### config.mk
export PLATFORM = sky130hd
export DESIGN_NAME = reimu_life
export DESIGN_NICKNAME = d
export VERILOG_FILES = /design/src/rtl/reimu_life.sv
export SDC_FILE = /design/constraint.sdc
export NUM_CORES = 1
export LEC_CHECK = 0
export BUFFER_PORTS_ARGS = -buffer_cell sky130_fd_sc_hd__buf_2
export CAP_MARGIN = 20
export CORE_ASPECT_RATIO = 0.8
export CORE_UTILIZATION = 50
export DETAILED_ROUTE_END_ITERATION = 8
export PLACE_DENSITY = 0.84
export SKIP_CTS_REPAIR_TIMING = 1
export SYNTH_ARGS = -nofsm -noshare
export SYNTH_HDL_FRONTEND = slang
export SYNTH_SLANG_ARGS = --single-unit
### constraint.sdc
create_clock -name clk22 -period 1.9 [get_ports clk22]
set_input_delay 0.475 -clock clk22 [delete_from_list [all_inputs] [get_ports clk22]]
set_output_delay 0.475 -clock clk22 [all_outputs]
set_load 0.02 [all_outputs]
### src/rtl/reimu_life.sv
// Player-life manager: turns boss/enemy hits into life loss with a post-hit
// invincibility window, renderer blink flag, hit strobe and sticky game-over.
module reimu_life #(
    parameter int unsigned INIT_LIVES = 3,
    parameter int unsigned MAX_LIVES  = 7,
    parameter int unsigned INV_TICKS  = 48,
    parameter int unsigned BLINK_BIT  = 2
) (
    input  logic       clk22,
    input  logic       rst,
    input  logic       gamestart,
    input  logic       shot,
    input  logic       enemy_shot,
    input  logic       extend,
    output logic [2:0] lives,
    output logic       invincible,
    output logic       blink,
    output logic       hit_pulse,
    output logic       gameover,
    output logic [7:0] hit_count
);

    typedef enum logic [1:0] {
        PLAY  = 2'd0,
        INVUL = 2'd1,
        OVER  = 2'd2
    } state_t;

    localparam logic [2:0] INIT_L   = 3'(INIT_LIVES);
    localparam logic [2:0] MAX_L    = 3'(MAX_LIVES);
    localparam logic [7:0] INV_LAST = 8'(INV_TICKS - 1);

    state_t     state;
    logic [7:0] inv_cnt;
    logic [7:0] inv_dec;
    logic [7:0] count_inc;
    logic [2:0] lives_ext;
    logic [2:0] lives_hit;
    logic       hit;

    assign hit       = shot | enemy_shot;
    assign inv_dec   = inv_cnt - 8'd1;
    assign count_inc = (hit_count == 8'hFF) ? hit_count : hit_count + 8'd1;
    assign lives_ext = (lives >= MAX_L) ? MAX_L : lives + 3'd1;
    // Never underflows: the lives==1 without extend case goes to OVER instead.
    assign lives_hit = lives + {2'b00, extend} - 3'd1;

    // NOTE: every state register is assigned with <= so all updates see the
    // values from before this edge, regardless of statement order.
    always_ff @(posedge clk22) begin
        if (rst || gamestart) begin
            state      <= PLAY;
            lives      <= INIT_L;
            inv_cnt    <= 8'd0;
            invincible <= 1'b0;
            blink      <= 1'b0;
            hit_pulse  <= 1'b0;
            gameover   <= 1'b0;
            hit_count  <= 8'd0;
        end else begin
            hit_pulse <= 1'b0;
            case (state)
                PLAY: begin
                    if (hit && lives == 3'd1 && !extend) begin
                        state     <= OVER;
                        lives     <= 3'd0;
                        gameover  <= 1'b1;
                        hit_pulse <= 1'b1;
                        hit_count <= count_inc;
                    end else if (hit) begin
                        state      <= INVUL;
                        lives      <= lives_hit;
                        inv_cnt    <= INV_LAST;
                        invincible <= 1'b1;
                        blink      <= INV_LAST[BLINK_BIT];
                        hit_pulse  <= 1'b1;
                        hit_count  <= count_inc;
                    end else if (extend) begin
                        lives <= lives_ext;
                    end
                end
                INVUL: begin
                    if (extend) begin
                        lives <= lives_ext;
                    end
                    // Blink follows the counter value registered on this same edge.
                    if (inv_cnt != 8'd0) begin
                        inv_cnt <= inv_dec;
                        blink   <= inv_dec[BLINK_BIT];
                    end else begin
                        state      <= PLAY;
                        invincible <= 1'b0;
                        blink      <= 1'b0;
                    end
                end
                OVER: begin
                    lives    <= 3'd0;
                    gameover <= 1'b1;
                end
                default: begin
                    state <= PLAY;
                end
            endcase
        end
    end

endmodule

Yosys cells after proc, flatten, opt, wreduce, memory -nomap -nowiden:

Cells that the tools add are included.

* register bits after elaboration: 25
* latch bits: 0
* memory bits (writable): 0
* bits in read-only memories: 0
* input bits: 6
* output and inout port bits: 15
* word-level logic and storage cells: 70
* memories kept: 0

* add/subtract/negate cells: 5
* multiply operators: 0
* div/mod/pow operators: 0
* magnitude comparators: 1
* eq/ne operators: 10
* shifts and indexed selects: 0
* muxes and demuxes: 26
* bitwise logic cells: 3
* reductions and logical operators: 17

Operator list (number)
* 8-bit two-way mux: 6
* 8-bit case mux with 2 select lines: 1
* 3-bit two-way mux: 4
* 2-bit inequality test (second input constant): 5
* 3-bit case mux with 3 select lines: 1
* 8-bit by 1-bit adder with 8-bit output (second input constant): 1
* 8-bit == test (second input constant): 1
* 4-bit AND reduction: 2
* 8-bit nonzero test: 1
* 8-bit by 1-bit subtractor with 8-bit output (second input constant): 1
* 1-bit two-way mux: 7
* 2-bit two-way mux: 3
* 1-bit case mux with 2 select lines: 3
* 2-bit case mux with 3 select lines: 1
* 3-bit AND reduction: 2
* 2-bit nonzero test: 3
* 2-bit AND reduction: 2
* 3-bit by 1-bit adder with 3-bit output: 1
* 3-bit by 1-bit adder with 3-bit output (second input constant): 1
* 3-bit by 1-bit == test with 1-bit output (second input constant): 1
* 3-bit >= comparator (second input constant): 1
* 3-bit inequality test (second input constant): 1
* 3-bit nonzero test: 1
* 3-bit by 1-bit subtractor with 3-bit output (second input constant): 1
* other kinds (9): 11

Logic depth before layout (Yosys ltp):

Gate-level depths: netlist (run 1).

* depth in word-level cells: 6
* depth in mapped cells: 8

Worst setup path after synthesis (run 1):

OpenSTA, ideal clock, no wires.

* path kind: input-to-reg
* start: input port extend
* end: register lives[2]
* data arrival time: 1.908 ns
* required time: 1.783 ns
* slack: -0.125 ns
* stages: 8
* cell sequence: buf_2 -> inv_1 -> ha_1 -> ha_1 -> nor2b_1 -> a2111o_1 -> a22o_1 -> a22o_1

* word-level cells in the longest chain between the ends: 5
* elaborated cells between the ends (all ways): 8
* those cells by class: 2 x add/sub; 4 x mux; 2 x reduce/logical

Ends and longest elaborated chain
* start: declaration: RTL line 14 `input logic extend,`
* 3-bit by 1-bit adder with 3-bit output: RTL line 46 `assign lives_hit = lives + {2'b00, extend} - 3'd1;`
* 3-bit by 1-bit subtractor with 3-bit output: RTL line 46
* 3-bit two-way mux: RTL line 70 `end else if (hit) begin`
* 3-bit two-way mux: RTL line 64 `if (hit && lives == 3'd1 && !extend) begin`
* 3-bit case mux with 3 select lines (*): RTL line 62 `case (state)`
* end signal: assignment: RTL line 72 `lives <= lives_hit;`
* end signal: assignment: RTL line 79 `lives <= lives_ext;`
* end signal: assignment: RTL line 84 `lives <= lives_ext;`
* end: declaration: RTL line 15 `output logic [2:0] lives,`

Every way passes the cells marked *; elsewhere a longest branch is shown, timed or not.
A chain may end at the register's enable or synchronous reset.

Worst setup path after layout (run 1):

* start: register lives[0]
* end: register lives[2]

* word-level cells in the longest chain between the ends: 6
* elaborated cells between the ends (all ways): 12
* those cells by class: 3 x add/sub; 1 x order compare; 1 x eq/ne; 5 x mux; 2 x reduce/logical

Ends and longest elaborated chain (RTL line)
* branches (longest 5 deep; another with 3-bit by 1-bit adder with 3-bit output)
* 3-bit case mux with 3 select lines (*): 62

Every way passes the cells marked *.

==> summary by stage, run 1 <==
STA
The number of failing setup endpoints in the final timing report is 0. The worst-margin pin slew is approximately 460 ps. The minimum period implied by the final worst setup slack is ~1800 ps.

Once routing completed, OpenROAD measured the worst setup slack at roughly 73 ps. The maximum frequency from static timing analysis is ~0.55 GHz. The total count of max-transition violations in the final report is 0. Setup repair after global routing left no endpoint under its margin. For the final database, setup skew stands at 11.9 ps. The aggregate negative setup slack is 0 ps.

The worst path uses 96.2% of the clock period. The total count of hold-check failures in the final report is 0. Measured against its own limit, the worst slew margin works out to a little over two thirds.

Clock tree
Clock latency on the worst-skew pair, taken at its later pin, is 270 ps. The tree is rooted in a clkbuf_8. The number of clock sinks is 25. The total clock buffers created by CTS is 3. The clock passes through at most 2 buffers.

TritonCTS built the clock tree. Clock-pin slew was measured on the worst setup and hold paths at around 90 ps. CTS built an H-tree with a depth of 1.

Cells and area
The count of cells in the finished layout, fillers not included, comes to ~240. From synthesis to final layout, the design area changed by 18.9%. After the last flow step, the layout net total stands at between 200 and 250.

The combined area of the multi-input logic cells is about 970 um2. The layout filler cell count is ~240. The sequential cells in the finished layout cover a total of a little over 500 um2. Of the cells placed in the final design, the portion with a size suffix greater than 1 is approximately 22%. The count of inserted antenna diode cells is 0.

The final standard cell area without fillers is roughly 1800 um2. Cells fill a little over three fifths of the core in the end.

Yosys
The sequential fraction of the synthesis area is approximately a third. After synthesis the netlist holds a flip-flop and latch count of 25. In this run the mean area of a mapped cell was between 8 and 9 um2. The cell area after synthesis is ~1500 um2.

The number of unique standard cell types used by synthesis is between 40 and 50. For this run, the leading register cell type out of synthesis is dfxtp_1. The count of yosys warnings during synthesis is 0. The async set-or-reset flop fraction in the synthesized netlist is 0%. Counting flops with a built-in enable in the synthesized netlist gives 0. When the netlist entered floorplanning its net count stood at around 190. Synthesis produced roughly 170 cells.

Pwr
The net switching component of the power is about 390 uW. The share of total power dissipated in the clock network is 25.8%. In this run the power density over the cells is 698 nW/um2.

The part of the power in combinational logic is roughly 27%. Net switching is between 30% and 40% of the power. Per report_power, the sequential group accounts for 47.2% of the total. The analysis attributes to cell leakage a power of 0.000750 uW. The largest voltage drop on the vdd net is 0.374 mV. The design internal power is 838 uW.

Setup path
The required time of the worst setup path is ~2100 ps. The endpoint identified for the worst register-to-register timing path is lives[2]. The critical path in this run is classified as register to register. The element type at the critical path end is a register. The cell depth of the worst flop-to-flop path is 7. The largest fanout on the critical path is 8. The startpoint of the worst register-to-register path is lives[0].

The data arrival time at the worst-slack endpoint is roughly 2000 ps. The flop-to-flop setup slack is roughly 73 ps. The signal on the critical path passes through inv_1 -> ha_1 -> ha_1 -> nor2b_1 -> a2111o_1 -> a22o_1 -> a22o_1. The delay contributed by the slowest stage of the critical path is approximately 400 ps. The worst setup path is launched from a register. Tracing the worst setup path back leads to its startpoint at lives[0].

The standard cell with the maximum stage delay on the critical path is dfxtp_4.

GRT
The initial antenna violation count was 0. The pin count of the biggest net entering global routing is 15. The number of global-route vias before repair was 1,358. The first global-routing pass estimated around 5900 um of wire.

The global-route usage over all layers is a little under a quarter. Summed over all layers, the global routing overflow is 0.

Routing
The count of nets left with antenna violations once routing finished came out at 0. The number of vias after detailed routing is 1,427. In the routed design, unresolved DRC markers number 0.

The initial detailed-routing violation count is 56. Summed over all layers, the routed wires come to around 3600 um. In the final routed layout, each cell accounts on average for 15.2 um.

The first detailed-routing pass took 4 iterations. After detailed routing, the number of vias per cell comes to a little over 6.

Die
The total die area is around 3200 um2. 21 I/O pins were placed. Once the floorplan was initialized, standard cells occupied a little over half of the core. After floorplanning, the core was divided into 17 placement rows. The die outline width is 62.8 um. The standard cell core area is 2790 um2. The floorplan step set the die height to around 51 um.

Hold path
The worst hold path belongs to the class register to register. Counting instances, the worst hold path has a depth of 2. The worst hold path begins at blink. The end of the worst hold path is blink.

Placed design
The post-placement cell count is roughly 230. The placed cell area is 1660 um2. Detailed placement finished with a half-perimeter wire length of 2670 um. OpenSTA, run right after detailed placement, puts the worst setup slack at -77.9 ps.

Routability-driven placement finished with a final weighted congestion of between 0.8 and 0.9. The count of buffers from port buffering is 20.

Run status
The run finished with clean final reports.

Run
Max-cap violations in this run came to 0.
[worst max-delay path: cells and delay by family (launching register included)]
kind,cells,cell delay (ps)
AOI/OAI and AO/OA,3,740
adders and majority gates,2,380
buffers and inverters,1,60
DFF,1,400
and+or+nand+nor,1,150
[power by group through the flow]
stage | clock [uW] | combinational [uW] | sequential (uW)
floorplan | 0 | 202 | 599
global placement | 0 | 284 | 587
detailed placement | 0 | 300 | 590
CTS | 322 | 302 | 578
global route | 342 | 364 | 583
finish | 317 | 331 | 579
[stage by stage]
stage | total power (uW) | hold WS [ps]
finish | 1230 | 475
global route | 1290 | 493
CTS | 1200 | 484
detailed placement | 890 | 471
global placement | 871 | 437
floorplan | 802 | 460
[layer usage]
layer | GRT usage, % | share of wire [%] | wire length [um] | up-vias
met3 | 4.77 | 4.0 | 145 | 6
met2 | 45.8 | 52 | 1870 | 34
met5 | 0 | 0 | 0 | -
met4 | 6.98 | 1.2 | 43 | 0
met1 | 25.5 | 43 | 1530 | 683
li1 | - | - | - | 704
[cells in the mapped netlist (all sizes together) (3+ instances only)]
cell type	number	area (um2)
dfxtp	25	500
nor2	19	71.3
ha	12	150
a21oi	9	45.0
inv	9	33.8
a31oi	7	43.8
nand2	7	26.3
o21ai	6	30.0
or4	6	48.8
o211ai	5	37.5
o31ai	5	37.5
xor2	5	43.8
nand3	4	20.0
or3	4	25.0
a211oi	3	22.5
and3	3	18.8
nand2b	3	18.8
or2	3	18.8
[worst max path at each step]
stage | end | slack (ps) | cells after the start
after floorplan | lives[2] | -40 | 8
after global placement | lives[2] | -20 | 8
after detailed placement | lives[2] | -80 | 8
after CTS | lives[2] | -30 | 7
after global routing | inv_cnt[2] | 0.6 | 6
final | lives[2] | 70 | 7
[cell families (layout without fill, tap and decap cells)]
logic type,after synthesis,after routing,share of synthesized area (%)
AOI/OAI and AO/OA,52,52,24.6
xor gates and xnor gates,6,6,3.56
adders and majority gates,12,12,10.2
buffers and inverters,13,40,3.47
DFF,25,25,33.9
muxes,2,2,1.36
and+or+nand+nor,61,61,23.0
[cells in the final DEF (no fill, tap or decap), drive strengths merged, types with 2 or more instances in the layout]
cell	count
buf	27
dfxtp	25
nor2	19
ha	12
inv	9
a21oi	9
nand2	7
a31oi	7
or4	6
o21ai	6
o31ai	5
o211ai	5
xor2	5
nand3	4
or3	4
and3	3
nand2b	3
a211oi	3
clkbuf	3
or2	3
nor4	2
nor3	2
a32o	2
mux2i	2
a2111oi	2
nor2b	2
a22o	2
nor3b	2
o22ai	2
[layout make-up]
cell class	count	share of cell area [%]
multi-input cells	133	55.2
flip-flops and latches	25	28.8
repair buffers	27	8.70
well taps	38	2.71
clock buffers	3	2.35
inverters	9	1.92
clock inverters	1	0.285
[flip-flops by register name, indices dropped and copies added (netlist names)]
signal,count
hit_count,8
inv_cnt,8
lives,3
state,2
blink,1
gameover,1
hit_pulse,1
invincible,1
Power figures use the tool's default switching activity.
==> run 2, diff against run 1 <==
Settings changed: CORE_MARGIN set to 2, PLACE_DENSITY 0.84 to 0.74, SETUP_SLACK_MARGIN set to 0.05.
==> run 2 against run 1 <==
Global-route usage shrank 0.96 points; flip-flop and latch count stayed put; largest power group unchanged; critical path type unchanged; core utilization up 0.94 points; count of clock-buffer cells in the layout is the same; highest routed layer unchanged; fmax grew 2.1%; sequential power is essentially flat; non-clock buffer count up 1; critical path depth is the same.
==> summary by stage, run 2 (synthesis gave the netlist of run 1 again) <==
Pwr
The total power per unit cell area is 701 nW/um2 (+0.40%). The largest voltage drop on the vdd net is 0.379 mV (+1.5%). The leakage component of the power is 0.000753 uW (+0.38%).

Clock tree
The TritonCTS clock tree is yes. The number of clock sinks is 25 (unchanged). The source-to-sink clock delay at the later pin of the worst-skew pair is 270 ps (about the same). The maximum clock insertion buffer count is 2 (unchanged).

The total clock buffers created by CTS came to 3 (unchanged). The tree is rooted in a clkbuf_8. The clock transition at the register clock pins on the worst setup and hold paths after CTS is 90 ps (about the same). The deepest level of the CTS H-tree is 1 (unchanged).

Setup path
In this design, the largest share of critical-path delay is due to simple AND/OR/NAND/NOR gates. The number of cells on the critical path is 7 (unchanged). The largest fanout on the critical path was 12 (+4).

The critical path endpoint is inv_cnt[5]. The critical path goes through inv_1 -> ha_2 -> nor3b_2 -> a2bb2oi_1 -> buf_4 -> or4_1 -> a31oi_1. The worst setup path is launched from a register. For this design, the slowest cell found on the critical path is or4_1.

The required time of the worst setup path was 2100 ps (+30 ps). The worst setup path is of the register to register kind. The capture instance of the worst register-to-register path is inv_cnt[5].

The worst setup path is captured at a register. The cell depth of the worst flop-to-flop path is 7 (unchanged). The delay contributed by the slowest stage of the critical path is 470 ps (+70 ps). The worst register-to-register path begins at lives[1]. The sum of buffers and inverters on the critical path came to 2 (+1). The source of the critical timing path is lives[1]. The data arrival time at the worst-slack endpoint came to 1990 ps (about the same).

The flop-to-flop setup slack is 110 ps (+40 ps).

Die
The cell row count is 17 (unchanged). The standard cell core area came to 2790 um2 (unchanged). The die outline width is 64.8 um (+3.2%). The overall die height is 52.6 um (+4.0%). The number of top-level design ports is 21 (unchanged).

The starting density of the core is 53.0% (unchanged). The total die area came to 3410 um2 (+7.3%).

Cells and area
The layout cell share with drive strength beyond 1 is 25.1% (+2.9 points). The area occupied by registers is 508 um2 (+0.49%). The commonest non-fill, non-tap cell in the layout is dfxtp_1. The final standard cell utilization of the core is 63.9% (+0.94 points). In the layout the commonest cells are dfxtp_1, buf_2, nor2_1, ha_1. The layout filler cell count was 247 (+1.6%).

The count of inserted antenna diode cells is 0 (unchanged). The final instance count without filler cells is 237 (+0.42%). The growth of design area from synthesis to finish is 20.7%. The largest registers in the layout are hit_count (8), inv_cnt (8), lives (3). The combined area of the multi-input logic cells is 983 um2 (+1.4%).

The number of nets at the end of the flow was 218 (+0.46%).

Routing
The number of vias after detailed routing is 1,468 (+2.9%). The via count normalized by instance count was 6.19 (+2.4%). The average detailed-routed wire length per instance came to 15.2 um (about the same). The detailed-routing iteration count for the pre-antenna-repair pass is 4 (unchanged). The total length of routed wires is 3610 um (+0.47%). The number of nets with antenna violations after routing is 0 (unchanged). The count of unresolved DRC violations after routing is 0 (unchanged).

The initial detailed-routing violation count is 95 (+70%).

STA
The worst-case headroom to the max-slew limit is 63.3% (-6.0 points). The number of failing setup endpoints in the final timing report is 0 (unchanged). The worst setup skew after layout is 3.80 ps (-8.09 ps).

The total count of max-transition violations in the final report is 0 (unchanged). The worst-margin pin slew is 544 ps (+86.6 ps). Setup repair after global routing could not meet its margin everywhere. The aggregate negative setup slack is 0 ps (unchanged).

The maximum frequency from static timing analysis is 0.559 GHz (+2.1%). The minimum period implied by the final worst setup slack was 1790 ps (-36.7 ps). The final critical-path share of the clock period is 94.2% (-1.9 points). The setup slack of the critical path after layout came to 110 ps (+36.7 ps). The total count of hold-check failures in the final report was 0 (unchanged). The worst-case hold slack is 478 ps (+2.95 ps).

Placed design
The final HPWL from detailed placement is 2720 um (+2.0%). The routability congestion estimate is 0.873 (+1.2%). The count of buffers from port buffering is 20 (unchanged). The post-placement cell count is 233 (+0.43%). The pre-CTS setup slack is -61.3 ps (+16.6 ps).

GRT
The pin count of the biggest net entering global routing is 16 (+1). The global-route usage over all layers was 22.5% (-0.96 points). The initial antenna violation count is 0 (unchanged). The total overflow reported by the global router was 0 (unchanged). The first-pass GRT wire length is 5930 um (+0.71%). The number of global-route vias before repair is 1,368 (+0.74%).

Hold path
The worst hold path belongs to the class register to register. The launch point of the worst hold path is blink.

Run
The max capacitance violation total is 0 (unchanged).

Run status
The flow ran to the end, and the final reports show no timing, DRC or antenna violations.
[run 2: layout make-up]
type	instances	area share, %
Clock inverter	1	0.421
Multi-Input combinational cell	133	55.2
Tap cell	38	2.67
Inverter	9	1.90
Sequential cell	25	28.5
Clock buffer	3	2.32
Timing Repair Buffer	28	8.99
[run 2: through the flow]
stage | area [um2] | power (uW)
finish | 1780 | 1250
global route | 1780 | 1320
CTS | 1720 | 1210
detailed placement | 1670 | 891
global placement | 1670 | 877
floorplan | 1480 | 802
[run 2: layer usage]
| layer | vias to the layer above | GRT usage (%) | part of all wire (%) |
|---|---|---|---|
| li1 | 705 | - | - |
| met2 | 53 | 40.5 | 50 |
| met5 | - | 0 | 0 |
| met3 | 7 | 4.95 | 6.2 |
| met4 | 0 | 7.09 | 1.3 |
| met1 | 703 | 26.9 | 43 |
[run 2: worst min-delay path by stage]
stage              endpoint  slack [ps]  cells past startpoint
6_report              blink         480                      2
5_1_grt        hit_count[5]         510                      3
4_1_cts               blink         480                      2
3_5_place_dp          blink         470                      2
3_3_place_gp          blink         440                      2
2_1_floorplan    inv_cnt[7]         460                      2
[run 2: worst reg2reg max path: stages, from the launching register on]
cell and delay (ps):
dfxtp_4 380, inv_1 70, ha_2 180, nor3b_2 150, a2bb2oi_1 150, buf_4 170, or4_1 470, a31oi_1 150
[run 2: where the power goes]
part	switching (uW)	total [uW]	internal, uW
registers	31.0	580	549
logic	191	341	149
clock network	179	328	149
total	402	1250	848
==> run 3, diff against run 2 <==
Settings changed: CORE_MARGIN 2 to not set, PLACE_DENSITY 0.74 to 0.71.
Clock period 1.9 ns to 2.2 ns, I/O delays scaled along.
==> run 3 against run 2 <==
Sequential share of layout area rose by 1.0 points; first-iteration DRC count rose by 13%; setup slack improved by 120 ps; clock skew fell by 1.5 ps.
==> summary by stage, run 3 (synthesis gave the netlist of run 1 again) <==
GRT
The pin count of the biggest net entering global routing is 17 (+1). The number of global-route vias before repair is 1,299 (-5.0%). The first-pass GRT wire length was 5610 um (-5.5%). The global-route usage over all layers is 22.3% (-0.22 points). The total overflow reported by the global router is 0 (unchanged). The initial antenna violation count came to 0 (unchanged).

Routing
The via count normalized by instance count is 6.04 (-2.5%). The count of unresolved DRC violations after routing is 0 (unchanged). The average detailed-routed wire length per instance was 14.3 um (-6.1%). The total length of routed wires was 3350 um (-7.3%). The number of vias after detailed routing is 1,413 (-3.7%). The initial detailed-routing violation count is 107 (+13%).

The number of nets with antenna violations after routing was 0 (unchanged). The detailed-routing iteration count for the pre-antenna-repair pass is 4 (unchanged).

Cells and area
In the final layout, the registers with the most flip-flops are hit_count (8), inv_cnt (8), lives (3). The growth of design area from synthesis to finish is 14.7%. The library cell used most frequently in the layout, excluding fill and tap cells, is dfxtp_1. In the layout the commonest cells are dfxtp_1, buf_2, nor2_1, ha_1. The layout cell share with drive strength beyond 1 was 16.8% (-8.3 points). The final standard cell utilization of the core came to 60.8% (-3.1 points).

The count of inserted antenna diode cells is 0 (unchanged). The number of nets at the end of the flow is 215 (-1.4%).

STA
The minimum period implied by the final worst setup slack is 1970 ps (+179 ps). The number of failing setup endpoints in the final timing report is 0 (unchanged). The final critical-path share of the clock period is 89.5% (-4.7 points).

The maximum frequency from static timing analysis is 0.508 GHz (-9.1%). The total count of hold-check failures in the final report was 0 (unchanged). The worst-margin pin slew is 549 ps (+4.33 ps).

The worst setup skew after layout is 2.25 ps (-1.55 ps). The worst-case headroom to the max-slew limit was 63.4% (+0.094 points). The aggregate negative setup slack is 0 ps (unchanged). The total count of max-transition violations in the final report is 0 (unchanged). Setup repair after global routing left no endpoint under its margin.

Setup path
The required time of the worst setup path is 2370 ps (+270 ps). The type of element launching the critical path is a register. The classification of the worst setup path is register to register. The data arrival time at the worst-slack endpoint is 2140 ps (+150 ps). The largest fanout on the critical path is 8 (-4). The element type at the critical path end is a register.

Pwr
The switching share of total power is 31.8% (-0.40 points). The net switching component of the power is 332 uW (-17%). The total power per unit cell area is 617 nW/um2 (-12%). The design internal power is 714 uW (-16%). The leakage component of the power was 0.000734 uW (-2.5%).

The share of total power in sequential cells is 47.8% (+1.3 points). The clock network fraction of design power is 27.8% (+1.5 points). The post-route total power came to 1050 uW (-16%). The largest voltage drop on the vdd net is 0.479 mV (+26%). The part of the power in combinational logic is 24.4% (-2.9 points).

Die
The cell row count is 17 (unchanged). The starting density of the core is 53.0% (unchanged). The standard cell core area is 2790 um2 (unchanged).

The overall die height was 50.6 um (-3.8%). The total die area was 3180 um2 (-6.8%). The number of top-level design ports came to 21 (unchanged). The die outline width is 62.8 um (-3.1%).

Hold path
The worst hold path belongs to the class register to register.

Run
The max capacitance violation total is 0 (unchanged).

Clock tree
The TritonCTS clock tree is yes. The deepest level of the CTS H-tree is 1 (unchanged). The clock transition at the register clock pins on the worst setup and hold paths after CTS is 90 ps (about the same). The source-to-sink clock delay at the later pin of the worst-skew pair is 270 ps (about the same). The tree is rooted in a clkbuf_8. The number of clock sinks was 25 (unchanged).

The total clock buffers created by CTS is 3 (unchanged). The maximum clock insertion buffer count is 2 (unchanged).

Placed design
The routability congestion estimate is 0.861 (-1.5%). The final HPWL from detailed placement is 2510 um (-7.7%). The count of buffers from port buffering is 20 (unchanged).

Run status
The run finished with clean final reports.
[run 3: power by group through the flow]
stage	clock network, uW	logic (uW)	registers (uW)
2_1_floorplan	0	174	517
3_3_place_gp	0	245	508
3_5_place_dp	0	253	510
4_1_cts	303	255	499
5_1_grt	322	285	505
6_report	291	255	500
[run 3: routing by layer]
metal  vias to the layer above  global-route usage [%]  part of all wire [%]  wire (um)
met3                         4                    4.55                   4.0        134
met4                         0                    7.36                  0.72         24
li1                        707                       -                     -          -
met1                       671                    26.8                    47       1590
met2                        31                    39.9                    48       1600
met5                         -                       0                     0          0
[run 3: path summary, 6_finish.rpt]
kind	slack, ps	end	depth (start not counted)	from
setup / recovery	230	lives[2]	7	lives[0]
hold / removal	470	blink	2	blink
setup reg to reg	230	lives[2]	7	lives[0]
hold reg to reg	470	blink	2	blink
[run 3: area by class of cell]
cell class                      instances  area, um2
Clock inverter                          1       8.76
Sequential cell                        25        500
Timing Repair Buffer                   25        138
Clock buffer                            3       41.3
Fill cell                             250       1090
Tap cell                               38       47.5
Multi-Input combinational cell        133        925
Inverter                                9       33.8
[run 3: stage by stage]
step	area (um2)	setup WS [ps]	std cells	hold slack, ps
after floorplan	1480	100	171	460
after global placement	1640	165	230	437
after detailed placement	1640	117	230	460
after CTS	1690	233	234	474
after global routing	1690	95.7	234	496
final	1690	231	234	470
[run 3: worst max-delay path, stage by stage, from the launching register on]
cell	delay, ps
dfxtp_1	470
inv_1	90
ha_1	200
ha_1	190
nor2b_1	150
a2111o_1	420
a22o_1	180
a22o_1	170
